[config.mk]
export PLATFORM = sky130hd
export DESIGN_NAME = multiplier_top_flat
export DESIGN_NICKNAME = d
export VERILOG_FILES = /design/src/rtl/multiplier_top_if.sv /design/src/rtl/multiplier_top.sv /design/src/flat_wrapper.sv
export SDC_FILE = /design/constraint.sdc
export NUM_CORES = 1
export LEC_CHECK = 0
export ABC_AREA = 1
export ABC_CLOCK_PERIOD_IN_PS = 2500
export CAP_MARGIN = 20
export CORE_MARGIN = 3
export CORE_UTILIZATION = 52
export CTS_CLUSTER_DIAMETER = 120
export DETAILED_ROUTE_END_ITERATION = 8
export GPL_TIMING_DRIVEN = 0
export PLACE_DENSITY = 0.71
export SLEW_MARGIN = 20
export SYNTH_ARGS = -nofsm -noshare
export SYNTH_HDL_FRONTEND = slang
export SYNTH_SLANG_ARGS = --single-unit
[constraint.sdc]
create_clock -name clk -period 2.5 [get_ports clk]
set_input_delay 0.25 -clock clk [delete_from_list [all_inputs] [get_ports clk]]
set_output_delay 0.25 -clock clk [all_outputs]
set_load 0.01 [all_outputs]
[src/rtl/multiplier_top_if.sv]
// Handshake and display bundle for multiplier_top.
//   start      : operation request, sampled only while the multiplier is idle
//   a, b       : unsigned operands (WIDTH bits)
//   prod_hun/ten/one : active-low seven-segment digits {g,f,e,d,c,b,a}
//   busy       : high whenever the multiplier is not idle
//   done       : one-cycle pulse when the displays update
interface multiplier_top_if #(
  parameter int unsigned WIDTH = 4
);
  logic             start;
  logic [WIDTH-1:0] a;
  logic [WIDTH-1:0] b;
  logic [6:0]       prod_one;
  logic [6:0]       prod_ten;
  logic [6:0]       prod_hun;
  logic             busy;
  logic             done;

  modport master (
    output start, a, b,
    input  prod_one, prod_ten, prod_hun, busy, done
  );

  modport slave (
    input  start, a, b,
    output prod_one, prod_ten, prod_hun, busy, done
  );
endinterface

[src/rtl/multiplier_top.sv]
// Sequential unsigned multiplier with a three-digit seven-segment display.
// Shift-add multiply over WIDTH cycles, double-dabble BCD conversion over
// 2*WIDTH cycles, then one cycle to register the decoded digits.
//   clk : system clock, rising edge
//   rst : asynchronous active-low reset
//   bus : multiplier_top_if slave (start/a/b in; digits, busy, done out)
module multiplier_top #(
  parameter int unsigned WIDTH = 4
) (
  input  logic            clk,
  input  logic            rst,
  multiplier_top_if.slave bus
);

  localparam int unsigned PW    = 2 * WIDTH;
  localparam int unsigned CNT_W = $clog2(PW);
  localparam int unsigned BCD_W = 12;
  localparam logic [6:0]  SEG_ZERO = 7'b1000000;

  typedef enum logic [1:0] {IDLE, MUL, BCD, DONE} state_e;

  state_e             state_q, state_d;
  logic [WIDTH-1:0]   mcand_q, mcand_d;
  logic [WIDTH-1:0]   mplier_q, mplier_d;
  logic [PW-1:0]      acc_q, acc_d;
  logic [BCD_W-1:0]   bcd_q, bcd_d;
  logic [BCD_W-1:0]   bcd_adj;
  logic [CNT_W-1:0]   cnt_q, cnt_d;
  logic               busy_q, busy_d;
  logic               done_q, done_d;
  logic [6:0]         seg_one_q, seg_one_d;
  logic [6:0]         seg_ten_q, seg_ten_d;
  logic [6:0]         seg_hun_q, seg_hun_d;

  // BCD digit to active-low segments {g,f,e,d,c,b,a}; non-decimal blanks.
  function automatic logic [6:0] seg7(input logic [3:0] d);
    case (d)
      4'd0:    seg7 = 7'b1000000;
      4'd1:    seg7 = 7'b1111001;
      4'd2:    seg7 = 7'b0100100;
      4'd3:    seg7 = 7'b0110000;
      4'd4:    seg7 = 7'b0011001;
      4'd5:    seg7 = 7'b0010010;
      4'd6:    seg7 = 7'b0000010;
      4'd7:    seg7 = 7'b1111000;
      4'd8:    seg7 = 7'b0000000;
      4'd9:    seg7 = 7'b0010000;
      default: seg7 = 7'b1111111;
    endcase
  endfunction

  // Double-dabble correction: add 3 to each nibble >= 5 before the shift.
  always_comb begin
    bcd_adj = bcd_q;
    for (int i = 0; i < 3; i++) begin
      if (bcd_q[4*i +: 4] >= 4'd5) begin
        bcd_adj[4*i +: 4] = bcd_q[4*i +: 4] + 4'd3;
      end
    end
  end

  // Next-state and datapath control.
  always_comb begin
    state_d   = state_q;
    mcand_d   = mcand_q;
    mplier_d  = mplier_q;
    acc_d     = acc_q;
    bcd_d     = bcd_q;
    cnt_d     = cnt_q;
    done_d    = 1'b0;
    seg_one_d = seg_one_q;
    seg_ten_d = seg_ten_q;
    seg_hun_d = seg_hun_q;

    case (state_q)
      IDLE: begin
        if (bus.start) begin
          mcand_d  = bus.a;
          mplier_d = bus.b;
          acc_d    = '0;
          bcd_d    = '0;
          cnt_d    = '0;
          state_d  = MUL;
        end
      end
      MUL: begin
        // cnt_q is the bit position of the current multiplier lsb.
        if (mplier_q[0]) begin
          acc_d = acc_q + (PW'(mcand_q) << cnt_q);
        end
        mplier_d = mplier_q >> 1;
        if (cnt_q == CNT_W'(WIDTH - 1)) begin
          cnt_d   = '0;
          state_d = BCD;
        end else begin
          cnt_d = cnt_q + CNT_W'(1);
        end
      end
      BCD: begin
        // The product shifts out of acc msb-first into the BCD register.
        bcd_d = {bcd_adj[BCD_W-2:0], acc_q[PW-1]};
        acc_d = acc_q << 1;
        if (cnt_q == CNT_W'(PW - 1)) begin
          cnt_d   = '0;
          state_d = DONE;
        end else begin
          cnt_d = cnt_q + CNT_W'(1);
        end
      end
      DONE: begin
        seg_one_d = seg7(bcd_q[3:0]);
        seg_ten_d = seg7(bcd_q[7:4]);
        seg_hun_d = seg7(bcd_q[11:8]);
        done_d    = 1'b1;
        state_d   = IDLE;
      end
      default: state_d = IDLE;
    endcase

    busy_d = (state_d != IDLE);
  end

  // State and output registers.
  always_ff @(posedge clk or negedge rst) begin
    if (!rst) begin
      state_q   <= IDLE;
      mcand_q   <= '0;
      mplier_q  <= '0;
      acc_q     <= '0;
      bcd_q     <= '0;
      cnt_q     <= '0;
      busy_q    <= 1'b0;
      done_q    <= 1'b0;
      seg_one_q <= SEG_ZERO;
      seg_ten_q <= SEG_ZERO;
      seg_hun_q <= SEG_ZERO;
    end else begin
      state_q   <= state_d;
      mcand_q   <= mcand_d;
      mplier_q  <= mplier_d;
      acc_q     <= acc_d;
      bcd_q     <= bcd_d;
      cnt_q     <= cnt_d;
      busy_q    <= busy_d;
      done_q    <= done_d;
      seg_one_q <= seg_one_d;
      seg_ten_q <= seg_ten_d;
      seg_hun_q <= seg_hun_d;
    end
  end

  assign bus.prod_one = seg_one_q;
  assign bus.prod_ten = seg_ten_q;
  assign bus.prod_hun = seg_hun_q;
  assign bus.busy     = busy_q;
  assign bus.done     = done_q;

endmodule
[src/flat_wrapper.sv]
// flat-port wrapper written by rule: the top's interface ports become plain ports
module multiplier_top_flat 
#(
  parameter int unsigned WIDTH = 4
)
  (clk, rst, bus_start, bus_a, bus_b, bus_prod_one, bus_prod_ten, bus_prod_hun, bus_busy, bus_done);
  multiplier_top_if #(.WIDTH(WIDTH)) bus_i ();
  input  logic clk;
  input  logic rst;
  input wire logic [$bits(bus_i.start)-1:0] bus_start;
  input wire logic [$bits(bus_i.a)-1:0] bus_a;
  input wire logic [$bits(bus_i.b)-1:0] bus_b;
  output wire logic [$bits(bus_i.prod_one)-1:0] bus_prod_one;
  output wire logic [$bits(bus_i.prod_ten)-1:0] bus_prod_ten;
  output wire logic [$bits(bus_i.prod_hun)-1:0] bus_prod_hun;
  output wire logic [$bits(bus_i.busy)-1:0] bus_busy;
  output wire logic [$bits(bus_i.done)-1:0] bus_done;
  assign bus_i.start = bus_start;
  assign bus_i.a = bus_a;
  assign bus_i.b = bus_b;
  assign bus_prod_one = bus_i.prod_one;
  assign bus_prod_ten = bus_i.prod_ten;
  assign bus_prod_hun = bus_i.prod_hun;
  assign bus_busy = bus_i.busy;
  assign bus_done = bus_i.done;
  multiplier_top #(.WIDTH(WIDTH)) u_core (.clk(clk), .rst(rst), .bus(bus_i));
endmodule
==> out/summary.txt <==
Outcome - complete, no violations
Power Density - 875 mW/mm^2
Tot GR Track Use - 20.5%
Pin count of the biggest net entering global routing - 57
CP top delay family - adder cells
First-pass DRT Iterations - 4
Die Height - 86.1 um
Critical path's slowest cell - dfrtp_1
Routed length per instance - 13.2 um
RSZ-0062 raised after global routing - no
Initial Util - 55.1%
Switching Fraction - 40.0%
Sequential power share - 39.7%
Final setup vio count - 0
Num CTS Buffers - 5
Fin crit share - 89.1%
Max-slew headroom at the worst pin - 53.2%
Comb pwr share - 45.3%
Syn-to-layout area delta - 15.7%
Fin nets - 504
Synth cell types - 32
First-pass GRT wire length - 12400 um
DR vias/cell - 5.41
Max Cap Viol - 0
Routed Antenna Nets - 0
IO Count - 34
Max Slew Vio Count - 0
Chip Width - 86.1 um
Post-CTS Setup Inserts - 0
N_diodes - 0
Avg Inst Size Synth - 7.93 um^2
Core Region - 0.00606 mm^2
Post-synthesis sequential area ratio - 42.1%
Detailed Place HPWL - 5360 um
Post-DP Area - 0.00376 mm^2
Total power - 3.38 mW
Final worst slack - 0.272 ns
H-tree levels - 2
VDD IR max - 0.536 mV
Crit path DAT - 2.43 ns
Most common cell after layout, fill and taps aside - nand2_1
Clock transition at the registers of the reported paths - 0.11 ns
Cell leakage power - 1.84 nW
Fill count - 544
CTS tree - done
Post-synthesis register bit count - 56
Worst-Skew Late Latency - 0.31 ns
FMAX - 449 MHz
Period minus WS final - 2.23 ns
Hold violation total from the final report - 0
Clock share of power - 15.0%
YS warnings - 0
Share of layout cells above drive strength 1 - 6.91%
NetSw - 1.35 mW
Critical path's largest stage delay - 0.49 ns
Worst path cell trace - inv_2 > nand2_1 > nor2_1 > ha_1 > inv_1 > fa_1 > inv_1 > nand2_1 > a21oi_1 > o21ai_0 > nand2_1 > o21ai_0 > nand2_1 > nand2_1
Worst Tran Pin Value - 0.702 ns
Number of global-route vias before repair - 2772
Setup TNS - 0 ns
Residual DRC - 0
Power Internal - 2.03 mW
Final WL - 7110 um
Clock Tree Buf Depth - 2
Clock skew - 0.0108 ns
Post-Syn Nets - 463
Clk sinks - 56
Crit-path max FO - 8
Most frequent cells in the layout - nand2_1 (89), inv_1 (53), dfrtp_1 (52)
Root buf cell - clkbuf_8
Critical Setup Path Class - flop to flop
Setup WS pre-CTS - 0.236 ns
Buffers on Ports - 33
Worst EP required - 2.71 ns
Initial antenna violation count - 0
Cell Area, Synth - 0.00334 mm^2
Crit-path most repeated cell - nand2_1
Synthesized instance count - 421
Die area - 0.00741 mm^2
Type of element capturing the critical path - flop
Element type at the critical path start - flop
Vias - 2908
Worst hold path type - flop to flop
Overflow after GRT - 0
DR iter-0 viols - 124
CP Buf/Inv Count - 3
Row count - 28
RePlAce Congestion - 0.869
Final instance area - 0.00386 mm^2
## final cells by class
class / instances / area [um^2] / area share [%]
sequential: 56 / 1410 / 36.4
tap: 75 / 93.8 / 2.43
inverter: 58 / 218 / 5.64
clock buffer: 5 / 68.8 / 1.78
timing repair buffer: 34 / 338 / 8.75
buffer: 6 / 30.0 / 0.778
clock inverter: 3 / 22.5 / 0.583
multi-input combinational: 301 / 1680 / 43.6
## stage by stage
step | std cells | hold WS (ns) | util (%)
global placement | 529 | 0.482 | 62.1
detailed placement | 529 | 0.348 | 62.0
finish | 538 | 0.500 | 63.7
global route | 538 | 0.525 | 63.7
CTS | 538 | 0.503 | 63.7
floorplan | 421 | -0.0456 | -
## cell families (layout without fill, tap and decap cells)
| logic type | count (synthesis) | after routing | synth area share (%) |
|---|---|---|---|
| adders and majority gates | 31 | 31 | 11.8 |
| and+or+nand+nor | 165 | 165 | 19.9 |
| xor gates and xnor gates | 1 | 1 | 0.263 |
| AOI/OAI and AO/OA | 100 | 100 | 17.1 |
| buffers and inverters | 64 | 106 | 7.42 |
| DFF | 56 | 56 | 42.1 |
| muxes | 4 | 4 | 1.35 |
## state kept, by name, summed over array words and instances, names as in the netlist
name	count
u_core.bcd_q	12
u_core.state_q	2
u_core.bus.prod_hun	7
u_core.mplier_q	4
u_core.bus.done	1
u_core.cnt_q	3
u_core.bus.prod_one	7
u_core.acc_q	8
u_core.bus.busy	1
u_core.bus.prod_ten	7
u_core.mcand_q	4
## layer usage
| layer | wire, um | GRT usage (%) |
|---|---|---|
| met1 | 3340 | 27.3 |
| met2 | 3370 | 34.8 |
| met3 | 339 | 3.55 |
| met4 | 53 | 5.18 |
| met5 | 0 | 0 |
## power by group through the flow
stage | sequential (mW) | combinational [mW] | clock (mW)
2_1_floorplan | 1.40 | 0.892 | 0
3_3_place_gp | 1.35 | 1.49 | 0
3_5_place_dp | 1.36 | 1.54 | 0
4_1_cts | 1.34 | 1.55 | 0.522
5_1_grt | 1.38 | 1.73 | 0.556
6_report | 1.34 | 1.53 | 0.506
## worst paths after layout
path                                          end                    from  slack [ns]  depth (start not counted)
max                               u_core.acc_q[4]         u_core.cnt_q[2]        0.27                         14
min                        u_core.bus.prod_ten[6]  u_core.bus.prod_ten[6]        0.50                          2
max reg2reg                       u_core.acc_q[4]         u_core.cnt_q[2]        0.27                         14
min reg2reg                u_core.bus.prod_ten[6]  u_core.bus.prod_ten[6]        0.50                          2
max in group asynchronous         u_core.cnt_q[0]                     rst        1.47                          2
min in group asynchronous  u_core.bus.prod_hun[1]                     rst        0.52                          2
## Yosys cell counts (all sizes together)
cell type / instances / area share (%)
nand2: 89 / 10
inv: 58 / 6.5
dfrtp: 53 / 40
nor2: 53 / 6.3
o21ai: 38 / 5.8
ha: 30 / 11
a21oi: 29 / 4.5
nand3: 17 / 2.5
o22ai: 14 / 2.6
o211ai: 7 / 1.6
a31oi: 6 / 1.1
buf: 4 / 0.67
mux2: 4 / 1.3
dfstp: 3 / 2.4
clkbuf: 2 / 0.23
nand4: 2 / 0.37
nor3: 2 / 0.30
o21bai: 2 / 0.45
or2: 2 / 0.37
a32o: 1 / 0.30
fa: 1 / 0.60
o221ai: 1 / 0.26
o2bb2ai: 1 / 0.26
o32ai: 1 / 0.26
xor2: 1 / 0.26
## worst reg2reg max path, stage by stage, from the launching register on
cell and delay (ns):
dfrtp_1 0.49, inv_2 0.15, nand2_1 0.10, nor2_1 0.11, ha_1 0.17, inv_1 0.06, fa_1 0.35, inv_1 0.11
nand2_1 0.08, a21oi_1 0.17, o21ai_0 0.10, nand2_1 0.06, o21ai_0 0.07, nand2_1 0.06, nand2_1 0.04
## what timing repair did
| action | in CTS | in global routing |
|---|---|---|
| resized for setup | 0 | 3 |
| hold buffers | 1 | 0 |
| hold endpoints to repair | 8 | 0 |
| endpoints found under the setup margin | 0 | 3 |
(Power assumes the default switching activity.)
